$ cat config.mk
export PLATFORM = sky130hd
export DESIGN_NAME = t03_combat_resolver_flat
export DESIGN_NICKNAME = d
export VERILOG_FILES = /design/src/rtl/t03_fight_pkg.sv /design/src/rtl/t03_combat_resolver_if.sv /design/src/rtl/t03_hit_detect.sv /design/src/rtl/t03_combat_resolver.sv /design/src/flat_wrapper.sv
export SDC_FILE = /design/constraint.sdc
export NUM_CORES = 1
export LEC_CHECK = 0
export BUFFER_PORTS_ARGS = -buffer_cell sky130_fd_sc_hd__buf_2
export CAP_MARGIN = 20
export CORE_MARGIN = 2
export CORE_UTILIZATION = 30
export DETAILED_ROUTE_END_ITERATION = 6
export PLACE_DENSITY_LB_ADDON = 0.15
export SLEW_MARGIN = 20
export SYNTH_ARGS = -nofsm -noshare
export SYNTH_HDL_FRONTEND = slang
export SYNTH_HIERARCHICAL = 1
export SYNTH_SLANG_ARGS = --single-unit
$ cat constraint.sdc
create_clock -name clk -period 7.7 [get_ports clk]
set_input_delay 0.77 -clock clk [delete_from_list [all_inputs] [get_ports clk]]
set_output_delay 0.77 -clock clk [all_outputs]
set_load 0.01 [all_outputs]
$ cat src/rtl/t03_fight_pkg.sv
// Shared encodings for the combat resolver slice.
//   - player state codes driven by the player FSMs (11 is treated as rest)
//   - resolver FSM state codes
//   - winner codes
//   - hit_evt_t: one attacker->defender resolution result
//   - sat_sub: health subtraction clamped at zero
package t03_fight_pkg;

  localparam logic [1:0] PS_REST   = 2'b00;
  localparam logic [1:0] PS_ATTACK = 2'b01;
  localparam logic [1:0] PS_BLOCK  = 2'b10;

  localparam logic [1:0] ST_FIGHT   = 2'd0;
  localparam logic [1:0] ST_HITSTOP = 2'd1;
  localparam logic [1:0] ST_OVER    = 2'd2;

  localparam logic [1:0] WIN_NONE = 2'b00;
  localparam logic [1:0] WIN_P1   = 2'b01;
  localparam logic [1:0] WIN_P2   = 2'b10;
  localparam logic [1:0] WIN_DRAW = 2'b11;

  typedef struct packed {
    logic hit;
    logic blocked;
  } hit_evt_t;

  function automatic logic [3:0] sat_sub(input logic [3:0] a, input logic [3:0] b);
    return (a > b) ? (a - b) : 4'd0;
  endfunction

endpackage

$ cat src/rtl/t03_combat_resolver_if.sv
// Frame-level bus between the player FSMs / renderer and the resolver.
//   master: drives frame tick, player state, range and restart; reads results
//   slave : the resolver
interface t03_combat_resolver_if;
  logic       finished;
  logic [1:0] p1_state;
  logic [1:0] p2_state;
  logic       p1_resting;
  logic       p2_resting;
  logic       in_range;
  logic       restart;
  logic [3:0] p1_health;
  logic [3:0] p2_health;
  logic       p1_hit;
  logic       p2_hit;
  logic       p1_blocked;
  logic       p2_blocked;
  logic       game_over;
  logic [1:0] winner;

  modport master (
    output finished, p1_state, p2_state, p1_resting, p2_resting, in_range, restart,
    input  p1_health, p2_health, p1_hit, p2_hit, p1_blocked, p2_blocked, game_over, winner
  );

  modport slave (
    input  finished, p1_state, p2_state, p1_resting, p2_resting, in_range, restart,
    output p1_health, p2_health, p1_hit, p2_hit, p1_blocked, p2_blocked, game_over, winner
  );
endinterface

$ cat src/rtl/t03_hit_detect.sv
// One attacker -> defender pair.
//   clk, rst      : clock, sync active-low reset
//   tick          : frame advance
//   eval_en       : resolver is in FIGHT, attacks may resolve this frame
//   clr           : clear the landed latch (round restart)
//   atk_state/atk_resting, def_state, in_range : frame inputs
//   evt           : combinational hit/block decision on the defender
// The landed latch makes each attack resolve at most once: it sets on
// resolution and only clears once the attacker leaves the attack state.
module t03_hit_detect
  import t03_fight_pkg::*;
(
  input  logic       clk,
  input  logic       rst,
  input  logic       tick,
  input  logic       eval_en,
  input  logic       clr,
  input  logic [1:0] atk_state,
  input  logic       atk_resting,
  input  logic [1:0] def_state,
  input  logic       in_range,
  output hit_evt_t   evt
);
  logic landed;
  logic live;

  assign live = (atk_state == PS_ATTACK) && !atk_resting && in_range && !landed;

  always_comb begin
    evt = '0;
    if (eval_en && live) begin
      if (def_state == PS_BLOCK) evt.blocked = 1'b1;
      else                       evt.hit     = 1'b1;
    end
  end

  always_ff @(posedge clk) begin
    if (!rst)
      landed <= 1'b0;
    else if (tick) begin
      if (clr || atk_state != PS_ATTACK) landed <= 1'b0;
      else if (evt.hit || evt.blocked)   landed <= 1'b1;
    end
  end
endmodule

$ cat src/rtl/t03_combat_resolver.sv
// Combat resolver: turns both players' frame state into hits, blocks,
// health, hit-stop freeze and game-over. Advances only on frames
// (bus.finished=1); every output is registered.
//   clk, rst : clock, sync active-low reset (wins over a frame tick)
//   bus      : slave side of t03_combat_resolver_if
module t03_combat_resolver #(
  parameter logic [3:0] MAX_HEALTH     = 4'd10,
  parameter logic [3:0] DAMAGE         = 4'd2,
  parameter logic [2:0] HITSTOP_FRAMES = 3'd4
) (
  input logic                  clk,
  input logic                  rst,
  t03_combat_resolver_if.slave bus
);
  import t03_fight_pkg::*;

  // A zero-length freeze is not meaningful; it degrades to one frame.
  localparam logic [2:0] HS_LOAD = (HITSTOP_FRAMES == 3'd0) ? 3'd0 : HITSTOP_FRAMES - 3'd1;

  logic [1:0] fsm;
  logic [2:0] hs_cnt;
  logic [3:0] h1, h2;
  logic       hit1, hit2, blk1, blk2, over;
  logic [1:0] win;

  hit_evt_t   evt_on_p2, evt_on_p1;
  logic       fight, restart_now;
  logic [3:0] h1_nxt, h2_nxt;

  assign fight       = (fsm == ST_FIGHT);
  assign restart_now = (fsm == ST_OVER) && bus.restart;

  t03_hit_detect u_p1_atk (
    .clk, .rst, .tick(bus.finished), .eval_en(fight), .clr(restart_now),
    .atk_state(bus.p1_state), .atk_resting(bus.p1_resting),
    .def_state(bus.p2_state), .in_range(bus.in_range), .evt(evt_on_p2)
  );

  t03_hit_detect u_p2_atk (
    .clk, .rst, .tick(bus.finished), .eval_en(fight), .clr(restart_now),
    .atk_state(bus.p2_state), .atk_resting(bus.p2_resting),
    .def_state(bus.p1_state), .in_range(bus.in_range), .evt(evt_on_p1)
  );

  assign h1_nxt = evt_on_p1.hit ? sat_sub(h1, DAMAGE) : h1;
  assign h2_nxt = evt_on_p2.hit ? sat_sub(h2, DAMAGE) : h2;

  always_ff @(posedge clk) begin
    if (!rst) begin
      fsm    <= ST_FIGHT;
      hs_cnt <= 3'd0;
      h1     <= MAX_HEALTH;
      h2     <= MAX_HEALTH;
      hit1   <= 1'b0;
      hit2   <= 1'b0;
      blk1   <= 1'b0;
      blk2   <= 1'b0;
      over   <= 1'b0;
      win    <= WIN_NONE;
    end else if (bus.finished) begin
      // event flags are single-frame pulses
      hit1 <= 1'b0;
      hit2 <= 1'b0;
      blk1 <= 1'b0;
      blk2 <= 1'b0;
      case (fsm)
        ST_FIGHT: begin
          hit1 <= evt_on_p1.hit;
          hit2 <= evt_on_p2.hit;
          blk1 <= evt_on_p1.blocked;
          blk2 <= evt_on_p2.blocked;
          h1   <= h1_nxt;
          h2   <= h2_nxt;
          // a knockout beats the hit-stop freeze
          if (h1_nxt == 4'd0 || h2_nxt == 4'd0) begin
            fsm  <= ST_OVER;
            over <= 1'b1;
            win  <= {h1_nxt == 4'd0, h2_nxt == 4'd0};
          end else if (evt_on_p1.hit || evt_on_p2.hit ||
                       evt_on_p1.blocked || evt_on_p2.blocked) begin
            fsm    <= ST_HITSTOP;
            hs_cnt <= HS_LOAD;
          end
        end
        ST_HITSTOP: begin
          if (hs_cnt == 3'd0) fsm    <= ST_FIGHT;
          else                hs_cnt <= hs_cnt - 3'd1;
        end
        ST_OVER: begin
          if (bus.restart) begin
            fsm  <= ST_FIGHT;
            h1   <= MAX_HEALTH;
            h2   <= MAX_HEALTH;
            over <= 1'b0;
            win  <= WIN_NONE;
          end
        end
        default: fsm <= ST_FIGHT;
      endcase
    end
  end

  assign bus.p1_health  = h1;
  assign bus.p2_health  = h2;
  assign bus.p1_hit     = hit1;
  assign bus.p2_hit     = hit2;
  assign bus.p1_blocked = blk1;
  assign bus.p2_blocked = blk2;
  assign bus.game_over  = over;
  assign bus.winner     = win;
endmodule

$ cat src/flat_wrapper.sv
// flat-port wrapper written by rule: the top's interface ports become plain ports
module t03_combat_resolver_flat import t03_fight_pkg::*;
#(
  parameter logic [3:0] MAX_HEALTH     = 4'd10,
  parameter logic [3:0] DAMAGE         = 4'd2,
  parameter logic [2:0] HITSTOP_FRAMES = 3'd4
)
  (clk, rst, bus_finished, bus_p1_state, bus_p2_state, bus_p1_resting, bus_p2_resting, bus_in_range, bus_restart, bus_p1_health, bus_p2_health, bus_p1_hit, bus_p2_hit, bus_p1_blocked, bus_p2_blocked, bus_game_over, bus_winner);
  t03_combat_resolver_if bus_i ();
  input logic clk;
  input logic rst;
  input wire logic [$bits(bus_i.finished)-1:0] bus_finished;
  input wire logic [$bits(bus_i.p1_state)-1:0] bus_p1_state;
  input wire logic [$bits(bus_i.p2_state)-1:0] bus_p2_state;
  input wire logic [$bits(bus_i.p1_resting)-1:0] bus_p1_resting;
  input wire logic [$bits(bus_i.p2_resting)-1:0] bus_p2_resting;
  input wire logic [$bits(bus_i.in_range)-1:0] bus_in_range;
  input wire logic [$bits(bus_i.restart)-1:0] bus_restart;
  output wire logic [$bits(bus_i.p1_health)-1:0] bus_p1_health;
  output wire logic [$bits(bus_i.p2_health)-1:0] bus_p2_health;
  output wire logic [$bits(bus_i.p1_hit)-1:0] bus_p1_hit;
  output wire logic [$bits(bus_i.p2_hit)-1:0] bus_p2_hit;
  output wire logic [$bits(bus_i.p1_blocked)-1:0] bus_p1_blocked;
  output wire logic [$bits(bus_i.p2_blocked)-1:0] bus_p2_blocked;
  output wire logic [$bits(bus_i.game_over)-1:0] bus_game_over;
  output wire logic [$bits(bus_i.winner)-1:0] bus_winner;
  assign bus_i.finished = bus_finished;
  assign bus_i.p1_state = bus_p1_state;
  assign bus_i.p2_state = bus_p2_state;
  assign bus_i.p1_resting = bus_p1_resting;
  assign bus_i.p2_resting = bus_p2_resting;
  assign bus_i.in_range = bus_in_range;
  assign bus_i.restart = bus_restart;
  assign bus_p1_health = bus_i.p1_health;
  assign bus_p2_health = bus_i.p2_health;
  assign bus_p1_hit = bus_i.p1_hit;
  assign bus_p2_hit = bus_i.p2_hit;
  assign bus_p1_blocked = bus_i.p1_blocked;
  assign bus_p2_blocked = bus_i.p2_blocked;
  assign bus_game_over = bus_i.game_over;
  assign bus_winner = bus_i.winner;
  t03_combat_resolver #(.MAX_HEALTH(MAX_HEALTH), .DAMAGE(DAMAGE), .HITSTOP_FRAMES(HITSTOP_FRAMES)) u_core (.clk(clk), .rst(rst), .bus(bus_i));
endmodule
Word-level counts from Yosys, hierarchy flattened
Cells that the tools add are included.

Add/subtract/negate cells: 3. $mul: 0. Div/mod/pow operators: 0. Magnitude comparators: 2. Equality and inequality tests: 15. Shifts and indexed selects: 0. Mux-type cells: 35. Bitwise gates (word level): 0. Reduce and logical (&&, ||, !) cells: 35.

Operator list (count): 2-to-1 mux 4 bit (5); one-hot mux 4 bit (2 select lines) (2); 2-to-1 mux 1 bit (14); 2-to-1 mux 2 bit (7); inequality test 2 x 1 -> 1 bit, second input constant (5); logical AND 1 bit (9); 2-to-1 mux 3 bit (3); greater-than comparator 4 x 2 -> 1 bit, second input constant (2); logical NOT 4 bit (2); logical OR 1 bit (8); AND reduction 4 bit (2); nonzero test 2 bit (4); subtractor 4 x 2 -> 4 bit, second input constant (2); equality test 2 x 1 -> 1 bit, second input constant (3); equality test 2 bit, second input constant (3); inequality test 2 bit, second input constant (3); one-hot mux 2 bit (3 select lines) (1); one-hot mux 3 bit (2 select lines) (1); AND reduction 5 bit (1); logical NOT 1 bit (4); one-hot mux 2 bit (2 select lines) (1); AND reduction 2 bit (2); logical NOT 3 bit (1); inequality test 3 x 1 -> 1 bit, second input constant (1); 4 further kinds (4).

Register bits after elaboration: 22. Bits in latches: 0. RAM bits: 0. Bits in read-only memories: 0. Input port bits: 11. Output and inout port bits: 15. Logic and storage cells: 102. Memories: 0.

Longest topological paths before layout
Depth in word-level cells: 12. Gate-level depth with buffers: 11. Mapped depth without buffers: 10.

Cells and area by module
Netlist, hierarchy kept.

By module, submodules not included: t03_combat_resolver (times used 1, cells each 142, area each 1093.5 sq um, sequential area each 400.4 sq um); t03_hit_detect (times used 2, cells each 11, area each 95.1 sq um, sequential area each 20.0 sq um).

Least setup slack after synthesis
Ideal clock, no wire load.

Path type: input to register. From: input bus_p1_state[1]. To: register u_core.fsm[0]. Library setup time: 0.072 ns. Data arrival time: 2.861 ns. Data required time: 7.628 ns. Setup slack: 4.766 ns. Cell stages on the path: 9. Path buffers: 0. Cells stage by stage: nand2b_4 or4_4 a21oi_1 nand2_1 a21oi_1 mux2_2 o22ai_2 or4_1 a21oi_1.

RTL lines: start, declared (RTL line flat_wrapper.sv:13) `input wire logic [$bits(bus_i.p1_state)-1:0] bus_p1_state;`; end signal, assigned (RTL line t03_combat_resolver.sv:50) `fsm <= ST_FIGHT;`; end signal, assigned (RTL line t03_combat_resolver.sv:76) `fsm <= ST_OVER;`; end signal, assigned (RTL line t03_combat_resolver.sv:81) `fsm <= ST_HITSTOP;`; end, declared (RTL line t03_combat_resolver.sv:20) `logic [1:0] fsm;`.

==> impl_metrics.csv <==
group,metric,value,unit
run_status,status,"finished clean",
global_route,track_usage,13.2,%
logic_synthesis,yosys_warnings,6,
clock_tree,insertion_delay,260,ps
logic_synthesis,synth_flop_cell,"dfxtp_1",
setup_path,cp.required,7890,ps
clock_tree,clock_sinks,22,
route,dr.pass1.iters,5,
layout,final_layout_size_suffix_gt1_share,23.0,%
sta,maxSlewHeadroom,50.0,%
pwr,p_leak,0.654,nW
clock_tree,tritoncts,"yes",
run,maxCapViolCount,0,
placed_design,dp_hpwl,2.41,mm
logic_synthesis,synth.net_count,179,
floorplan,dieArea,4820,um^2
sta,setup_tns,0,ps
route,totalWireLength,3.15,mm
clock_tree,post_cts_buffers,0,
layout,n_antenna_cell,0,
logic_synthesis,yosys.area.top_type_share,34.3,%
global_route,gr-total-overflow,0,
setup_path,reg2reg_from,"u_core/fsm[1]",
sta,fmax,0.300,GHz
floorplan,die_h,69.4,um
sta,finalWorstSetupSlack,4370,ps
pwr,ir_drop,0.0878,mV
layout,areaGrowthSynthToFinish,16.3,%
route,avgRoutedWirePerCell,13.3,um
setup_path,crit_path_end_kind,"register",
setup_path,startpoint_type,"register",
logic_synthesis,syn-cell-area,1280,um^2
global_route,grt_pass1_wl,5.24,mm
sta,hold_slack,469,ps
layout,fill_cells,423,
logic_synthesis,ys_seq_area_share,34.3,%
sta,min_period_over_period,43.3,%
setup_path,worst-r2r-cell-count,10,
global_route,first_global_vias,1179,
setup_path,critPathKind,"register to register",
layout,seq_area,440,um^2
floorplan,initial_core_util,31.6,%
route,num_vias,1232,
layout,fin_area,1490,um^2
sta,timing.final.max_slew_violations,0,
worst_hold_path,hold-path-cell-count,1,
clock_tree,numCtsBuffers,3,
logic_synthesis,synthCells,164,
pwr,p_per_area,140,nW/um^2
setup_path,reg2reg_to,"u_core/fsm[0]",
floorplan,core_area,4060,um^2
clock_tree,cts-resized-gates,0,
route,vias_per_cell,5.20,
setup_path,arrival,3520,ps
clock_tree,ctsHoldBuffers,0,
floorplan,io_pins,26,
logic_synthesis,yosysMostFrequentCell,"dfxtp_1",
route,drc,0,
placed_design,portBuffers,25,
floorplan,dieWidth,69.4,um
layout,final_nets,204,
global_route,grt_max_degree,15,
sta,post-route-min-period,3330,ps
route,drt-initial-drc-count,79,
clock_tree,cts.clk_slew.worst_paths,80,ps
logic_synthesis,netlist_top_cells_area,"dfxtp_1 (34%), o21ai_0 (5.8%), a21oi_1 (5.1%)",
placed_design,gp_congestion,0.794,
logic_synthesis,synth_cell_types,35,
clock_tree,ctsRootBufferMaster,"clkbuf_8",
logic_synthesis,syn_area_per_cell,7.83,um^2
sta,rsz0062_at_grt,"no",
sta,finalHoldViolations,0,
floorplan,rows,23,
logic_synthesis,yosysTopAreaCell,"dfxtp_1",
route,antenna_left,0,
logic_synthesis,ys_seq_elements,22,
placed_design,pre_cts_ws,4370,ps
logic_synthesis,synth_edf_count,0,
clock_tree,htreeDepth,1,
placed_design,placed_area,1450,um^2
worst_hold_path,min_to,"u_core/hs_cnt[1]",
sta,worst_pin_slew,750,ps
logic_synthesis,synth.cells.most_frequent,"dfxtp_1 (22), nand2_1 (17), nor2_1 (16)",
clock_tree,clock_path_buffers,2,
sta,final-setup-viol-count,0,
worst_hold_path,hp-class,"register to register",
setup_path,cp_max_fo,11,
layout,multi_input_area,771,um^2
setup_path,r2r_slack,4370,ps
setup_path,crit_start,"u_core/fsm[1]",
global_route,antenna_found_initial,0,
logic_synthesis,async_reset_ff_share,0,%
sta,finClkSkew,4.48,ps
worst_hold_path,hold_start,"u_core/hs_cnt[1]",
[logic make-up (layout without fill, tap and decap cells)]
logic type,Yosys count,in the layout,share of synthesized area (%)
buffers and inverters,19,42,5.65
DFF,22,22,34.3
AOI/OAI and AO/OA,40,40,18.3
muxes,2,2,1.75
and+or+nand+nor,77,77,36.1
adders and majority gates,4,4,3.90
[where the power goes]
group	leakage [nW]	switching (W)	total [W]	internal, W
sequential	0.178	0.00000106	0.000116	0.000115
clock	0.0216	0.0000351	0.0000700	0.0000349
combinational	0.455	0.0000145	0.0000235	0.00000893
[cells in the final DEF (no fill, tap or decap), drive strengths merged]
cell type | netlist | routed
buf | 1 | 25
dfxtp | 22 | 22
nand2 | 17 | 17
nor2 | 16 | 16
o21ai | 15 | 15
inv | 13 | 13
a21oi | 13 | 13
nor3 | 8 | 8
a31oi | 6 | 6
nor4 | 5 | 5
nand2b | 5 | 5
nor3b | 5 | 5
nor2b | 4 | 4
ha | 4 | 4
and3 | 4 | 4
clkbuf | 4 | 3
o211a | 3 | 3
nand3 | 3 | 3
or4 | 3 | 3
mux2 | 2 | 2
or2 | 2 | 2
or4bb | 2 | 2
or3 | 2 | 2
clkinv | 1 | 1
o22ai | 1 | 1
nand4b | 1 | 1
o21a | 1 | 1
a22oi | 1 | 1
[worst max-delay path: stages (launching register included)]
cell and delay [ps]:
dfxtp_1 400, nor2_1 480, nand2_1 160, or4_4 450, a21oi_1 490, nand2_1 150
a21oi_1 140, mux2_2 210, o22ai_2 130, or4_1 520, a21oi_1 140
[stage by stage]
stage | power (W) | utilization, % | instances
4_1_cts | 0.000214 | 36.8 | 237
3_3_place_gp | 0.000141 | 35.8 | 234
6_report | 0.000209 | 36.8 | 237
3_5_place_dp | 0.000142 | 35.8 | 234
2_1_floorplan | 0.000134 | - | 164
5_1_grt | 0.000221 | 36.8 | 237
[area by class of cell]
| cell class | instances | share of cell area (%) |
|---|---|---|
| well taps | 50 | 4.19 |
| multi-input cells | 123 | 51.6 |
| repair buffers | 25 | 8.38 |
| flip-flops and latches | 22 | 29.5 |
| inverters | 14 | 3.52 |
| clock buffers | 3 | 2.77 |
[flip-flops by register name, summed over array words and instances, names as in the netlist]
| name | cells |
|---|---|
| u_core/fsm | 2 |
| u_core/u_p1_atk/landed | 1 |
| u_core/hs_cnt | 3 |
| u_core/bus.p1_blocked | 1 |
| u_core/bus.p2_blocked | 1 |
| u_core/bus.p2_hit | 1 |
| u_core/bus.winner | 2 |
| u_core/u_p2_atk/landed | 1 |
| u_core/bus.game_over | 1 |
| u_core/bus.p2_health | 4 |
| u_core/bus.p1_hit | 1 |
| u_core/bus.p1_health | 4 |
[worst max path at each step]
stage | endpoint | slack (ps) | depth (start not counted)
3_3_place_gp | u_core/fsm[0] | 4480 | 10
5_1_grt | u_core/fsm[0] | 4100 | 10
3_5_place_dp | u_core/fsm[0] | 4370 | 10
4_1_cts | u_core/fsm[0] | 4430 | 10
6_report | u_core/fsm[0] | 4370 | 10
2_1_floorplan | u_core/fsm[0] | 4770 | 9
[routing by layer]
| metal | global-route usage (%) | wire length, um |
|---|---|---|
| met5 | 0 | 0 |
| met4 | 4.14 | 29 |
| met3 | 3.78 | 201 |
| met2 | 23.1 | 1520 |
| met1 | 15.6 | 1400 |
Power figures use the tool's default switching activity.
